File: config.mk
export PLATFORM = sky130hd
export DESIGN_NAME = cpu
export DESIGN_NICKNAME = d
export VERILOG_FILES = /design/src/rtl/hack_pkg.sv /design/src/rtl/hack_alu.sv /design/src/rtl/cpu.sv
export SDC_FILE = /design/constraint.sdc
export NUM_CORES = 1
export LEC_CHECK = 0
export CELL_PAD_IN_SITES_DETAIL_PLACEMENT = 0
export CELL_PAD_IN_SITES_GLOBAL_PLACEMENT = 2
export CORE_MARGIN = 5
export CORE_UTILIZATION = 28
export CTS_CLUSTER_SIZE = 20
export DETAILED_ROUTE_END_ITERATION = 6
export GPL_ROUTABILITY_DRIVEN = 0
export PLACE_DENSITY = 0.8
export SYNTH_ARGS = -nofsm -noshare
export SYNTH_HDL_FRONTEND = slang
export SYNTH_SLANG_ARGS = --single-unit
File: constraint.sdc
create_clock -name clk -period 6.14 [get_ports clk]
set_input_delay 0.921 -clock clk [delete_from_list [all_inputs] [get_ports clk]]
set_output_delay 0.921 -clock clk [all_outputs]
set_load 0.02 [all_outputs]
File: src/rtl/hack_pkg.sv
// Shared decode constants and helpers for the Hack CPU and its ALU.
package hack_pkg;

  // Instruction field positions
  localparam int INSTR_C    = 15;
  localparam int A_SEL      = 12;
  localparam int ALU_CTL_HI = 11;
  localparam int ALU_CTL_LO = 6;
  localparam int DEST_HI    = 5;
  localparam int DEST_LO    = 3;
  localparam int JMP_HI     = 2;
  localparam int JMP_LO     = 0;

  // Destination bit indices within the full instruction word
  localparam int DEST_A = 5;
  localparam int DEST_D = 4;
  localparam int DEST_M = 3;

  // Jump condition bit indices within the 3-bit jump field
  localparam int JMP_LT = 2;
  localparam int JMP_EQ = 1;
  localparam int JMP_GT = 0;

  // ALU control bit indices within the 6-bit control field
  localparam int CTL_ZX = 5;
  localparam int CTL_NX = 4;
  localparam int CTL_ZY = 3;
  localparam int CTL_NY = 2;
  localparam int CTL_F  = 1;
  localparam int CTL_NO = 0;

  // Common comp codes
  localparam logic [5:0] COMP_ZERO     = 6'b101010;
  localparam logic [5:0] COMP_D        = 6'b001100;
  localparam logic [5:0] COMP_A        = 6'b110000;
  localparam logic [5:0] COMP_D_PLUS_1 = 6'b011111;

  // Instruction class, selected by the top bit
  typedef enum logic {
    INSTR_KIND_A = 1'b0,
    INSTR_KIND_C = 1'b1
  } instr_kind_e;

  // Decoded view of a compute instruction
  typedef struct packed {
    instr_kind_e kind;
    logic        a_sel;
    logic [5:0]  ctl;
    logic [2:0]  dest;
    logic [2:0]  jmp;
  } instr_dec_t;

  function automatic instr_dec_t decode(input logic [15:0] instr);
    instr_dec_t dec;
    dec.kind  = instr_kind_e'(instr[INSTR_C]);
    dec.a_sel = instr[A_SEL];
    dec.ctl   = instr[ALU_CTL_HI:ALU_CTL_LO];
    dec.dest  = instr[DEST_HI:DEST_LO];
    dec.jmp   = instr[JMP_HI:JMP_LO];
    return dec;
  endfunction

  // Jump decision from the lt/eq/gt mask and the ALU flags
  function automatic logic jump_taken(input logic [2:0] jmp, input logic zr, input logic ng);
    return (jmp[JMP_LT] & ng) | (jmp[JMP_EQ] & zr) | (jmp[JMP_GT] & ~ng & ~zr);
  endfunction

endpackage

File: src/rtl/hack_alu.sv
// Hack ALU: purely combinational, out = f(x, y, ctl) with zero/negative flags.
module hack_alu
  import hack_pkg::*;
(
  input  logic [15:0] x,
  input  logic [15:0] y,
  input  logic [5:0]  ctl,
  output logic [15:0] out,
  output logic        zr,
  output logic        ng
);

  logic [15:0] x_z_s;
  logic [15:0] x_n_s;
  logic [15:0] y_z_s;
  logic [15:0] y_n_s;
  logic [15:0] r_s;

  // Zero/negate each operand, combine by add or and, optionally negate result
  always_comb begin
    if (ctl[CTL_ZX]) begin
      x_z_s = 16'h0000;
    end else begin
      x_z_s = x;
    end
    if (ctl[CTL_NX]) begin
      x_n_s = ~x_z_s;
    end else begin
      x_n_s = x_z_s;
    end
    if (ctl[CTL_ZY]) begin
      y_z_s = 16'h0000;
    end else begin
      y_z_s = y;
    end
    if (ctl[CTL_NY]) begin
      y_n_s = ~y_z_s;
    end else begin
      y_n_s = y_z_s;
    end
    if (ctl[CTL_F]) begin
      r_s = x_n_s + y_n_s;   // modulo 2^16, carry dropped
    end else begin
      r_s = x_n_s & y_n_s;
    end
    if (ctl[CTL_NO]) begin
      out = ~r_s;
    end else begin
      out = r_s;
    end
    zr = (out == 16'h0000);
    ng = out[15];
  end

endmodule

File: src/rtl/cpu.sv
// Single-cycle Hack CPU: A, D and PC registers, decode, and the Hack ALU.
module cpu #(
  parameter logic [15:0] RESET_PC = 16'h0000
) (
  input  logic        clk,
  input  logic        i_reset,
  input  logic [15:0] i_instruction,
  input  logic [15:0] i_ram,
  output logic [15:0] o_ram,
  output logic [15:0] o_pc,
  output logic [15:0] o_ramaddr,
  output logic        o_ram_write,
  output logic [15:0] o_A,
  output logic [15:0] o_D
);

  import hack_pkg::*;

  logic [15:0] a_r;
  logic [15:0] d_r;
  logic [15:0] pc_r;

  instr_dec_t  dec_s;
  logic [15:0] y_s;
  logic [15:0] alu_out_s;
  logic        zr_s;
  logic        ng_s;

  logic [15:0] a_next_s;
  logic [15:0] d_next_s;
  logic [15:0] pc_next_s;
  logic        mem_write_s;

  // Bits 14:13 of a compute instruction carry no meaning
  logic        unused_bits_s;
  assign unused_bits_s = ^i_instruction[14:13];

  assign dec_s = decode(i_instruction);

  hack_alu u_alu (
    .x   (d_r),
    .y   (y_s),
    .ctl (dec_s.ctl),
    .out (alu_out_s),
    .zr  (zr_s),
    .ng  (ng_s)
  );

  // Operand select, next-state and write-strobe decode for the current instruction
  always_comb begin
    a_next_s    = a_r;
    d_next_s    = d_r;
    pc_next_s   = pc_r + 16'h0001;
    mem_write_s = 1'b0;
    if (dec_s.a_sel) begin
      y_s = i_ram;
    end else begin
      y_s = a_r;
    end
    case (dec_s.kind)
      INSTR_KIND_A: begin
        a_next_s = {1'b0, i_instruction[14:0]};
      end
      INSTR_KIND_C: begin
        if (i_instruction[DEST_A]) begin
          a_next_s = alu_out_s;
        end else begin
          a_next_s = a_r;
        end
        if (i_instruction[DEST_D]) begin
          d_next_s = alu_out_s;
        end else begin
          d_next_s = d_r;
        end
        // Jump target is the A value before this instruction's dest write
        if (jump_taken(dec_s.jmp, zr_s, ng_s)) begin
          pc_next_s = a_r;
        end else begin
          pc_next_s = pc_r + 16'h0001;
        end
        mem_write_s = i_instruction[DEST_M] & ~i_reset;
      end
      default: begin
        a_next_s = a_r;
      end
    endcase
  end

  // Register update; reset overrides any jump or dest write in the same cycle
  always_ff @(posedge clk) begin
    if (i_reset) begin
      a_r  <= 16'h0000;
      d_r  <= 16'h0000;
      pc_r <= RESET_PC;
    end else begin
      a_r  <= a_next_s;
      d_r  <= d_next_s;
      pc_r <= pc_next_s;
    end
  end

  assign o_ram       = alu_out_s;
  assign o_pc        = pc_r;
  assign o_ramaddr   = a_r;      // M address is the pre-update A
  assign o_ram_write = mem_write_s;
  assign o_A         = a_r;
  assign o_D         = d_r;

endmodule

### Word-level counts from Yosys, hierarchy flattened

Cells that the tools add are included.

* multiply operators: 0
* order comparisons: 0
* shift-type cells: 0
* bitwise gates (word level): 15
* add/subtract/negate cells: 2
* reductions and logical operators: 2
* div/mod/pow operators: 0
* eq/ne operators: 1
* muxes and demuxes: 12

Operators by type and width (number)
* two-way mux 16 bit: 10
* inverter 16 bit: 3
* case mux 16 bit (2 select lines): 1
* adder 16 x 1 -> 16 bit, second input constant: 1
* adder 16 bit: 1
* bitwise AND 16 bit: 1
* zero test 16 bit: 1
* bitwise AND 1 bit: 5
* inverter 1 bit: 4
* != test 2 bit, second input constant: 1
* bitwise OR 1 bit: 2
* AND reduction 2 bit: 1
* two-way mux 1 bit: 1

* memory bits (read-only): 0
* bits in registers: 48
* memory bits (writable): 0
* latch bits: 0
* bits of input ports: 34
* memories kept: 0

### Longest topological paths before layout

Gate-level depths: netlist (run 1).

* word-level depth: 14
* mapped depth: 18

### Cells and area by module

Synthesis (run 1) repeated with hierarchy kept, for this count alone.

* cells, all modules: 508
* area, all modules: 4206.5 µm²

By module, submodules not included
* cpu: instances 1, seq. area each 960.9 µm², cells an instance 273, area an instance 2411.1 µm²
* hack_alu: instances 1, seq. area each 0.0 µm², cells an instance 235, area an instance 1795.5 µm²

### Least setup slack after synthesis (run 1)

No wires, ideal clock.

* path type: input-to-reg
* start: in i_instruction[12]
* end: reg pc_r[0], in the netlist o_pc[0]
* required time: 6007 ps
* library setup time: 133 ps
* slack: 1012 ps
* cell stages on the path: 17
* arrival time: 4996 ps
* cell sequence: clkbuf_1 clkbuf_1 mux2i_1 nor2_1 xor2_1 ha_1 a21oi_1 o21ai_2 a31o_2 a211o_1 xnor2_1 nand4b_1 or4_4 buf_6 buf_6 a31oi_1 nor3b_1

* longest elaborated chain between the ends: 14

Ends and longest elaborated chain
* start, declared: RTL line cpu.sv:7 `input logic [15:0] i_instruction,`
* two-way mux 16 bit (*): RTL line cpu.sv:55 `if (dec_s.a_sel) begin`
* two-way mux 16 bit (*): RTL line hack_alu.sv:31 `if (ctl[CTL_ZY]) begin`
* inverter 16 bit: RTL line hack_alu.sv:37 `y_n_s = ~y_z_s;`
* two-way mux 16 bit (*): RTL line hack_alu.sv:36 `if (ctl[CTL_NY]) begin`
* adder 16 bit / bitwise AND 16 bit (equally long branches): RTL line hack_alu.sv:42, hack_alu.sv:44
* two-way mux 16 bit (*): RTL line hack_alu.sv:41 `if (ctl[CTL_F]) begin`
* inverter 16 bit: RTL line hack_alu.sv:47 `out = ~r_s;`
* two-way mux 16 bit (*): RTL line hack_alu.sv:46 `if (ctl[CTL_NO]) begin`
* net o_ram[12]: RTL line cpu.sv:9 `output logic [15:0] o_ram,`
* zero test 16 bit (*): RTL line hack_alu.sv:51 `zr = (out == 16'h0000);`
* bitwise AND 1 bit / inverter 1 bit (equally long branches): RTL line hack_pkg.sv:65 `return (jmp[JMP_LT] & ng) | (jmp[JMP_EQ] & zr) | (jmp[JMP_GT] & ~ng & ~zr);`
* bitwise OR 1 bit / bitwise AND 1 bit (equally long branches): RTL line hack_pkg.sv:65
* bitwise OR 1 bit (*): RTL line hack_pkg.sv:65
* two-way mux 16 bit (*): RTL line cpu.sv:76 `if (jump_taken(dec_s.jmp, zr_s, ng_s)) begin`
* two-way mux 16 bit (*): RTL line cpu.sv:60 `case (dec_s.kind)`
* end signal, assigned: RTL line cpu.sv:98 `pc_r <= pc_next_s;`
* end, declared: RTL line cpu.sv:21 `logic [15:0] pc_r;`

Mark *: on every way through the listed nets, which the timed path passes. The rest lies on a longest branch.
A chain may end at the register's enable or synchronous reset.

### Worst setup path in the final report (run 1)

* start: in i_instruction[12]
* end: out o_ram[13]

* longest elaborated chain between the ends: 8

Ends and longest elaborated chain (RTL line)
* two-way mux 16 bit (*): cpu.sv:55
* two-way mux 16 bit (*): hack_alu.sv:31
* inverter 16 bit: hack_alu.sv:37
* two-way mux 16 bit (*): hack_alu.sv:36
* adder 16 bit / bitwise AND 16 bit (equally long branches): hack_alu.sv:42, hack_alu.sv:44
* two-way mux 16 bit (*): hack_alu.sv:41
* inverter 16 bit: hack_alu.sv:47
* two-way mux 16 bit (*): hack_alu.sv:46
* end, declared: cpu.sv:9

Mark *: on every way between the ends. The rest lies on a longest branch, timed or not.

==> summary.md, run 1 <==
| Metric | Value |
|---|---|
| Outcome | finished, final reports clean |
| Mapped Cells | 595 |
| Post-CTS setup buffer count | 0 |
| Cell Area, Synth | 0.00456 mm2 |
| Critical-path cell list | clkdlybuf4s50_1 -> buf_4 -> mux2i_1 -> nor2_1 -> xor2_1 -> ha_1 -> a21oi_1 -> mux2_2 -> a211o_1 -> nor3_1 -> mux2i_1 -> xnor2_1 -> clkdlybuf4s50_1 |
| Fin util | 37.8% |
| HPWL Detailed | 12300 um |
| Vias in the first global route | 4396 |
| Wire length of the first global-routing pass | 24700 um |
| Syn Nets | 647 |
| # rows | 46 |
| Hold Vio Cnt, Final | 0 |
| Post-CTS Resized | 0 |
| Yosys warns | 0 |
| Final min period | 5.81 ns |
| CTS clock-pin slew for the worst setup and hold paths | 0.07 ns |
| Ports | 115 |
| Pwr Density | 249 mW/mm2 |
| Routed Antenna Nets | 0 |
| CTS tree | yes |
| Sequential share of power | 25.9% |
| Peak supply drop | 0.113 mV |
| Most frequent cells in the layout | 113 x clkdlybuf4s50_1, 52 x nand2_1, 50 x nor2_1 |
| Overall routing resource usage | 16.6% |
| Clock Root Buffer | clkbuf_16 |
| Worst setup EP type | output pin |
| Nets | 735 |
| DR WL/cell | 17.5 um |
| Largest net degree at the start of global routing | 52 |
| Port bufs | 114 |
| Clock Sink Count | 48 |
| Clock network fraction of design power | 19.2% |
| Sw Pwr | 623 uW |
| Buffers and inverters on the worst path | 3 |
| RSZ-0062 raised after global routing | false |
| DR pass1 iterations | 5 |
| Critical-path maximum fanout | 6 |
| Crit path launch type | primary input |
| Mapped Avg Cell Area | 7.67 um2 |
| Worst EP arrival | 4.89 ns |
| H-Tree Depth | 2 |
| Die width | 138 um |
| Clock skew | 0.00327 ns |
| Period utilization | 94.7% |
| Comb power frac | 54.9% |
| Placed cell count | 892 |
| Sequential share of the synthesized area | 21.1% |
| Highest achievable clock rate | 172 MHz |
| CTS Buffer Depth | 2 |
| FFs w/ async S/R, synth | 0% |
| Worst Tran Pin Value | 1.04 ns |
| Critical-path top delay cell | clkdlybuf4s50_1 |
| Antenna cell count | 0 |
| Starting DRT DRC Count | 403 |
| Die height | 138 um |
| Commonest non-fill, non-tap cell in the layout | clkdlybuf4s50_1 |
| Fin cells | 900 |
| Post-synth top flop | dfxtp_1 |
| Antenna violations before repair | 0 |
| Vias per inst | 5.15 |
| #FFs+latches synth | 48 |
| Leakage power | 0.00232 uW |
| Core region area | 0.0159 mm2 |
| Sw frac | 41.4% |
| Grt ovf | 0 |
| CP max stage delay | 0.68 ns |
| Reported max-cap violation count | 0 |
| Top delay family on crit path | buffers and inverters |
| Final slew viol count | 0 |
| Unique cell type count in the Yosys netlist | 63 |
| Proportion of layout cells with a drive suffix above 1 | 7.46% |
| Setup_tns | 0 ns |
| WP data required | 5.22 ns |
| Final setup fails | 0 |
| Drt total wl | 15800 um |
| Detailed-route via count | 4635 |
| Hold WC Path Type | reg -> reg |
| Crit path kind | in -> out |
| Num CTS Buffers | 5 |
| Starting density of the core | 28.6% |
| Int Pwr | 881 uW |
| Area delta synth->final | 32.1% |
| Clk_lat worst skew | 0.29 ns |
| Final Power | 1500 uW |
| Remaining DRCs | 0 |
| Max-Slew Margin vs Limit | 30.9% |
| EDFF count, synth | 0 |
| Die area | 0.0190 mm2 |
| Cts hold-fix bufs | 0 |
| Hold_ws | 0.479 ns |
==> power by group through the flow <==
| stage | sequential, uW | combinational (uW) | clock, uW |
|---|---|---|---|
| final | 389 | 825 | 289 |
| after global routing | 396 | 899 | 309 |
| after CTS | 390 | 830 | 298 |
| after detailed placement | 397 | 826 | 0 |
| after global placement | 396 | 824 | 0 |
| after floorplan | 427 | 476 | 0 |
==> through the flow <==
| stage | worst slack, ns | area [um2] |
|---|---|---|
| after global placement | 0.350 | 5870 |
| final | 0.327 | 6030 |
| after CTS | 0.310 | 6030 |
| after detailed placement | 0.304 | 5870 |
| after global routing | 0.0185 | 6030 |
| after floorplan | 1.01 | 4560 |
==> synth_stat cells (14+ instances only) <==
library cell | n | area share (%)
a211oi_1 | 18 | 3.0
a21oi_1 | 35 | 3.8
a31oi_1 | 14 | 1.9
buf_4 | 17 | 2.8
clkbuf_1 | 29 | 2.4
dfxtp_1 | 48 | 21
ha_1 | 17 | 4.7
mux2i_1 | 38 | 8.3
nand2_1 | 52 | 4.3
nand2b_1 | 24 | 3.3
nand3_1 | 21 | 2.3
nand4_1 | 19 | 2.6
nor2_1 | 50 | 4.1
nor3b_1 | 16 | 2.6
xnor2_1 | 35 | 6.7
xor2_1 | 26 | 5.0
==> sequential cells by signal (all words and copies together), names as in the netlist <==
signal / cells
o_A: 16
o_D: 16
o_pc: 16
==> routing by layer <==
metal  up-vias  part of all wire, %  GRT usage, %
li1       2304                    -             -
met1      2204                   46          22.8
met2       109                   48          27.5
met3        18                  4.3          1.61
met4         0                  1.7          4.71
met5         -                    0             0
==> worst register-to-register path, delay by kind of cell (launching register included) <==
family / cells / cell delay [ns]
AOI/OAI and AO/OA: 1 / 0.38
xor gates and xnor gates: 3 / 0.64
adders and majority gates: 2 / 0.71
buffers and inverters: 1 / 0.14
DFF: 1 / 0.44
muxes: 3 / 0.40
and+or+nand+nor: 5 / 1.82
==> path summary, 6_finish.rpt <==
check | startpoint | end | slack (ns) | cells past startpoint
setup / recovery | i_instruction[12] | o_ram[13] | 0.33 | 13
hold / removal | o_D[13]$_SDFFE_PP0P_ | o_D[13]$_SDFFE_PP0P_ | 0.48 | 2
setup reg to reg | o_A[0]$_SDFFE_PP0P_ | o_pc[1]$_SDFF_PP0_ | 1.54 | 15
hold reg to reg | o_D[13]$_SDFFE_PP0P_ | o_D[13]$_SDFFE_PP0P_ | 0.48 | 2
==> kinds of logic (layout without fill, tap and decap cells) <==
family	count (synthesis)	in the layout	share of synthesized area, %
buffers and inverters	72	161	7.90
AND/OR/NAND/NOR	232	232	26.4
XOR/XNOR	61	61	11.7
AO/OA/AOI/OAI	125	125	19.2
flip-flops	48	48	21.1
adder cells (fa/ha/maj)	18	18	5.10
multiplexers	39	39	8.58
==> cell type report <==
type	instances	area (um2)
well taps	216	270
fillers	1688	9920
clock buffers	6	139
inverters	9	33.8
repair buffers	144	1360
multi-input cells	475	3250
flip-flops and latches	48	961
clock inverters	2	15.0
(Power assumes the default switching activity.)
==> run 2, diff against run 1 <==
--- a/config.mk
+++ b/config.mk
@@ -8,11 +8,12 @@
 export CELL_PAD_IN_SITES_DETAIL_PLACEMENT = 0
 export CELL_PAD_IN_SITES_GLOBAL_PLACEMENT = 2
 export CORE_MARGIN = 5
-export CORE_UTILIZATION = 28
+export CORE_UTILIZATION = 26
 export CTS_CLUSTER_SIZE = 20
 export DETAILED_ROUTE_END_ITERATION = 6
 export GPL_ROUTABILITY_DRIVEN = 0
-export PLACE_DENSITY = 0.8
+export PLACE_DENSITY = 0.78
 export SYNTH_ARGS = -nofsm -noshare
 export SYNTH_HDL_FRONTEND = slang
 export SYNTH_SLANG_ARGS = --single-unit
+export TNS_END_PERCENT = 5
==> constraint.sdc (replaced) <==
create_clock -name clk -period 5.05 [get_ports clk]
set_input_delay 0.7575 -clock clk [delete_from_list [all_inputs] [get_ports clk]]
set_output_delay 0.7575 -clock clk [all_outputs]
set_load 0.02 [all_outputs]
==> run 2 against run 1 <==
- routed wire length rose by 7.7%
- sequential share of layout area is 1.3 points lower
- design area increased by 9.2%
- first-iteration DRC count decreased by 22%
- setup slack worse by 0.22 ns
- largest cell class unchanged
- via count up 6.4%
- critical endpoint is now o_ram[4]
- power increased by 36%
- utilization increased by 0.39 points
- largest power group unchanged
- die area grew 7.1%
- count of clock-buffer cells in the layout unchanged
- clock skew rose by 0.0068 ns
==> summary.md, run 2 (synthesis gave the netlist of run 1 again) <==
| Metric | Value |
|---|---|
| DR WL/cell | 17.6 um |
| Post-CTS setup buffer count | 0 |
| Clock Sink Count | 48 |
| Die width | 142 um |
| Critical-path cell list | clkdlybuf4s50_1 -> mux2i_1 -> nor2_1 -> xor2_1 -> ha_1 -> fa_1 -> buf_4 -> a21o_1 -> a2111o_1 -> o311ai_0 -> xnor2_1 -> buf_4 -> clkdlybuf4s50_1 |
| Leakage power | 0.00269 uW |
| Critical-path maximum fanout | 3 |
| Reg2reg setup slack | 0.91 ns |
| Nets | 790 |
| Die area | 0.0203 mm2 |
| Final setup fails | 0 |
| GR Util met1 | 21.5% |
| Outcome | finished, final reports clean |
| Core region area | 0.0172 mm2 |
| Clk_lat worst skew | 0.29 ns |
| CP max stage delay | 0.60 ns |
| Area delta synth->final | 44.3% |
| Most frequent cells in the layout | 104 x clkdlybuf4s50_1, 81 x buf_4, 52 x nand2_1 |
| Hold WC Path Type | reg -> reg |
| Pwr Density | 310 mW/mm2 |
| # fillers | 1742 |
| Sw frac | 39.5% |
| Routing usage on met2 | 27.7% |
| Fin util | 38.2% |
| Vias in the first global route | 4743 |
| HPWL Detailed | 13200 um |
| Num CTS Buffers | 5 |
| Starting density of the core | 26.5% |
| Max-Slew Margin vs Limit | 49.3% |
| R2R cell count | 16 |
| RR Endpoint | o_pc[1]$_SDFF_PP0_ |
| Area of the multi-input gates | 0.00330 mm2 |
| Sequential share of power | 23.2% |
| Post-route worst setup slack | 0.104 ns |
| Ports | 115 |
| Largest net degree at the start of global routing | 52 |
| DR pass1 iterations | 4 |
| Period utilization | 97.9% |
| Starting DRT DRC Count | 313 |
| # rows | 48 |
| Clock skew | 0.0101 ns |
| CTS tree | yes |
| Final min period | 4.95 ns |
| Detailed-route via count | 4933 |
| Final slew viol count | 0 |
| Commonest non-fill, non-tap cell in the layout | clkdlybuf4s50_1 |
| Worst Hold End | o_D[7]$_SDFFE_PP0P_ |
| Clock Root Buffer | clkbuf_16 |
| Proportion of layout cells with a drive suffix above 1 | 15.4% |
| Hold path start | o_D[7]$_SDFFE_PP0P_ |
| Drt total wl | 17000 um |
| Crit path launch type | primary input |
| Overall routing resource usage | 16.2% |
| Worst setup EP type | output pin |
| Grt ovf | 0 |
| RSZ-0062 raised after global routing | true |
| M3 GR Usage | 2.12% |
| H-Tree Depth | 2 |
| Reg area | 961 um2 |
| Comb power frac | 57.0% |
| CTS clock-pin slew for the worst setup and hold paths | 0.07 ns |
| WP data required | 4.29 ns |
| Highest achievable clock rate | 202 MHz |
| Routed Antenna Nets | 0 |
| Remaining DRCs | 0 |
| Wire length of the first global-routing pass | 26500 um |
| Crit path kind | in -> out |
| Die height | 142 um |
| Hold Path Depth | 2 |
| Grt peak-use layer | met2 |
| Hold Vio Cnt, Final | 0 |
| Worst Tran Pin Value | 0.760 ns |
| Critical-path top delay cell | clkdlybuf4s50_1 |
| Antenna cell count | 0 |
| CTS Buffer Depth | 2 |
| Worst EP arrival | 4.19 ns |
| Int Pwr | 1230 uW |
| Port bufs | 114 |
| Sw Pwr | 804 uW |
| Reg-to-Reg Start | o_A[0]$_SDFFE_PP0P_ |
| Antenna violations before repair | 0 |
| Cts hold-fix bufs | 0 |
| Top delay family on crit path | buffers and inverters |
| Clock network fraction of design power | 19.8% |
| Reported max-cap violation count | 0 |
| Peak supply drop | 0.167 mV |
| Setup WS pre-CTS | -0.219 ns |
| Buffers and inverters on the worst path | 4 |
| Vias per inst | 5.12 |
==> run 2: cell types whose count changed in the layout (fill, tap and decap cells not counted), sizes merged, moves of 2 or more <==
cell           delta
buf              +55
clkdlybuf4s50     -9
clkinvlp          -2
dlygate4sd2       +3
dlymetal6s2s      +5
==> run 2: worst max path at each step <==
| stage | to | slack (ns) | start | cells after the start |
|---|---|---|---|---|
| after floorplan | o_pc[0]$_SDFF_PP0_ | 0.09 | i_instruction[12] | 17 |
| final | o_ram[4] | 0.10 | i_instruction[12] | 13 |
| after CTS | o_ram[12] | 0.01 | i_instruction[12] | 13 |
| after global placement | o_pc[7]$_SDFF_PP0_ | -0.22 | i_instruction[12] | 18 |
| after global routing | o_ram[4] | -0.08 | i_instruction[12] | 13 |
| after detailed placement | o_pc[1]$_SDFF_PP0_ | -0.22 | i_instruction[12] | 18 |
==> run 2: power groups by stage <==
stage	combinational, uW	sequential (uW)	clock, uW
floorplan	579	519	0
global placement	1140	482	0
detailed placement	1150	482	0
CTS	1160	474	413
global route	1250	481	427
finish	1160	473	403
==> run 2: area by class of cell <==
type / count / share of cell area, %
multi-input combinational: 475 / 50.1
timing repair buffer: 199 / 27.8
sequential: 48 / 14.6
tap: 225 / 4.28
clock buffer: 6 / 2.11
clock inverter: 2 / 0.589
inverter: 9 / 0.513
==> run 2: stage by stage <==
step	hold slack [ns]	cells	setup TNS [ns]	instance area (um2)	total power [uW]
global placement	0.466	956	-4.02	6350	1620
finish	0.480	964	0	6580	2040
CTS	0.483	964	0	6540	2040
floorplan	0.547	595	0	4560	1100
global route	0.497	964	-0.0931	6580	2160
detailed placement	0.473	956	-4.03	6350	1630
==> run 2: per-layer routing <==
layer | routed length, um | vias up
met5 | 0 | -
met2 | 8140 | 128
li1 | - | 2416
met1 | 7630 | 2365
met4 | 352 | 0
met3 | 873 | 24
==> run 2: timing repair <==
action,4_1_cts,5_1_grt
pin swaps,0,1
endpoints found under the setup margin,7,27
resized for setup,9,11
==> run 2: worst register-to-register path, delay by kind of cell (launching register included) <==
kind                     cells  cell delay (ns)
adder cells (fa/ha/maj)      2             0.63
XOR/XNOR                     3             0.39
multiplexers                 3             0.44
AO/OA/AOI/OAI                1             0.35
flip-flops                   1             0.42
buffers and inverters        2             0.28
AND/OR/NAND/NOR              5             1.56
==> RTL change, RTL diff (settings of run 1) <==
Register the inputs `i_instruction` and `i_ram` before use, without a reset. The logic sees them one clock later.
--- a/src/rtl/cpu.sv
+++ b/src/rtl/cpu.sv
@@ -16,6 +16,14 @@
 
   import hack_pkg::*;
 
+  logic [15:0] i_instruction_q;
+  logic [15:0] i_ram_q;
+
+  always_ff @(posedge clk) begin
+    i_instruction_q <= i_instruction;
+    i_ram_q         <= i_ram;
+  end
+
   logic [15:0] a_r;
   logic [15:0] d_r;
   logic [15:0] pc_r;
@@ -33,9 +41,9 @@
 
   // Bits 14:13 of a compute instruction carry no meaning
   logic        unused_bits_s;
-  assign unused_bits_s = ^i_instruction[14:13];
+  assign unused_bits_s = ^i_instruction_q[14:13];
 
-  assign dec_s = decode(i_instruction);
+  assign dec_s = decode(i_instruction_q);
 
   hack_alu u_alu (
     .x   (d_r),
@@ -53,21 +61,21 @@
     pc_next_s   = pc_r + 16'h0001;
     mem_write_s = 1'b0;
     if (dec_s.a_sel) begin
-      y_s = i_ram;
+      y_s = i_ram_q;
     end else begin
       y_s = a_r;
     end
     case (dec_s.kind)
       INSTR_KIND_A: begin
-        a_next_s = {1'b0, i_instruction[14:0]};
+        a_next_s = {1'b0, i_instruction_q[14:0]};
       end
       INSTR_KIND_C: begin
-        if (i_instruction[DEST_A]) begin
+        if (i_instruction_q[DEST_A]) begin
           a_next_s = alu_out_s;
         end else begin
           a_next_s = a_r;
         end
-        if (i_instruction[DEST_D]) begin
+        if (i_instruction_q[DEST_D]) begin
           d_next_s = alu_out_s;
         end else begin
           d_next_s = d_r;
@@ -78,7 +86,7 @@
         end else begin
           pc_next_s = pc_r + 16'h0001;
         end
-        mem_write_s = i_instruction[DEST_M] & ~i_reset;
+        mem_write_s = i_instruction_q[DEST_M] & ~i_reset;
       end
       default: begin
         a_next_s = a_r;
Function: changed (Yosys sat finds a counterexample within 4 cycles, from zero or initial values and one cycle with i_reset high).
==> RTL change against run 1 <==
- sequential cell count up 32
- synthesized cell count up 0.67%
- design area up 9.4%
- synthesized area up 11%
- power up 35%
- worst setup slack better by 0.50 ns
- routed wire length down 1.7%
- critical endpoint is now o_ram[8]
==> RTL change: results (changes against run 1) <==
CP Max Fanout = 12 (+6)
Post-CTS setup buffers = 0 (unchanged)
Layout cells sized above 1 = 7.36% (-0.092 points)
Hold Path Sink = o_A[13]
Initial antenna violation count = 0 (unchanged)
R2R Path End = o_pc[10]
Yosys warning total = 0 (unchanged)
Worst hold-check path type = register to register
Dpl hpwl = 11.8 mm (-4.2%)
GRT Util Overall = 14.8% (-1.8 points)
Worst hold start = i_instruction_q[13]
Worst skew pair latency = 0.34 ns (+0.05 ns)
Post-synth top cells = 80 x dfxtp_1, 48 x nor2_1, 45 x nand2_1
Global-route wire length before repair = 24.1 mm (-2.4%)
Filler Cell Count = 1,813 (+7.4%)
Post_cts resized = 0 (unchanged)
Status = finished, final reports clean
Avg Vias per Cell = 4.87 (-5.4%)
CTS root buf = clkbuf_16
Max transition margin = 23.7% (-7.2 points)
Yosys cell types = 60 (-4.8%)
Skew final = 0.00944 ns (+0.00616 ns)
Worst setup path class = register to primary output
Synth area leaders = dfxtp_1 32%, mux2i_1 7.1%, xnor2_1 6.6%
Reg2reg path depth = 16 (+1)
Leakage = 0.00250 µW (+7.8%)
Syn_nets = 651 (+0.62%)
Inserted Clock Buffers = 9 (+4)
Clock slew at reported path FFs = 0.06 ns
WP data arrival = 4.39 ns (-0.50 ns)
Vias in the first global route = 4,335 (-1.4%)
Router iterations before antenna repair = 5 (unchanged)
CTS max path bufs = 2 (unchanged)
DR iter-0 viols = 207 (-49%)
VDD IR max = 0.000152 V (+34%)
Largest net degree at the start of global routing = 51 (-1.9%)
Drt total wl = 15.5 mm (-1.7%)
Reg-to-Reg Start = i_instruction_q[12]
Final #Nets = 726 (-1.2%)
R2r setup slk = 1.37 ns (-0.17 ns)
Cell count of the worst hold path = 2 (unchanged)
Fin. Hold Viols = 0 (unchanged)
H-tree levels = 3 (+1)
Sequential share of the synthesized area = 31.6% (+11 points)
Input/output buffers = 114 (unchanged)
-- RTL change: cell count changes after synthesis, moves of 5 or more --
cell             run 1  this run
a31oi_1             14         3
nand2_1             52        45
dfxtp_1             48        80
nor3b_2              1        15
nor3b_1             16         4
nor3_1              12        22
o21ai_0             11        21
nand4_1             19         5
o211ai_1             8         3
clkbuf_1            29        21
nor2b_1              2         8
-- RTL change: power breakdown --
part | switching [µW] | internal, µW | leakage (µW)
Sequential | 57.4 | 567 | 0.000666
Combinational | 444 | 347 | 0.00167
Clock | 216 | 398 | 0.000166
Total | 717 | 1310 | 0.00250
-- RTL change: kinds of logic after synthesis --
logic type | Yosys count | share of synthesized area, %
DFF | 80 | 31.6
and+or+nand+nor | 214 | 23.3
buffers and inverters | 70 | 6.87
xor gates and xnor gates | 63 | 10.9
muxes | 36 | 7.11
adders and majority gates | 18 | 4.59
AOI/OAI and AO/OA | 118 | 15.6
-- RTL change: how the worst max path moves through the flow --
stage                            to  slack, ns  cells after the start
after floorplan             o_pc[0]       1.69                     18
after detailed placement  o_ram[15]       1.25                     14
final                      o_ram[8]       0.83                     11
after CTS                 o_ram[15]       0.86                     14
after global routing      o_ram[15]       0.58                     14
after global placement    o_ram[15]       1.33                     14
-- RTL change: cell type report --
| cell class | instances | area, µm² | share of cell area, % |
|---|---|---|---|
| inverters | 13 | 48.8 | 0.740 |
| multi-input cells | 449 | 3120 | 47.3 |
| clock buffers | 9 | 225 | 3.42 |
| clock inverters | 7 | 120 | 1.82 |
| well taps | 229 | 287 | 4.35 |
| repair buffers | 121 | 1190 | 18.0 |
| flip-flops and latches | 80 | 1600 | 24.3 |
-- RTL change: metrics by stage --
step	std cells	worst slack [ns]	cell area, µm²	utilization, %	hold slack (ns)
CTS	908	0.857	6590	36.8	0.478
global placement	892	1.33	6250	34.9	0.465
floorplan	599	1.69	5070	-	0.450
global route	908	0.585	6590	36.8	0.497
detailed placement	892	1.25	6250	34.9	0.470
finish	908	0.828	6590	36.8	0.472
-- RTL change: critical path, stage by stage (launching register included) --
cell and delay (ns):
dfxtp_1 0.50, buf_4 0.31, mux2i_1 0.21, nor2_1 0.06, xor2_1 0.19, ha_1 0.45
o211ai_1 0.23, o21ai_1 0.38, nor4b_1 0.37, a2111oi_2 0.07, xnor2_1 0.55, clkdlybuf4s50_1 0.73
-- RTL change: per-layer routing --
metal  up-vias  wire (µm)  track usage [%]
met1      2047       7210             19.6
met5         -          0                0
li1       2241          -                -
met4         0        282             4.47
met3        17        644             2.68
met2       117       7380             24.6
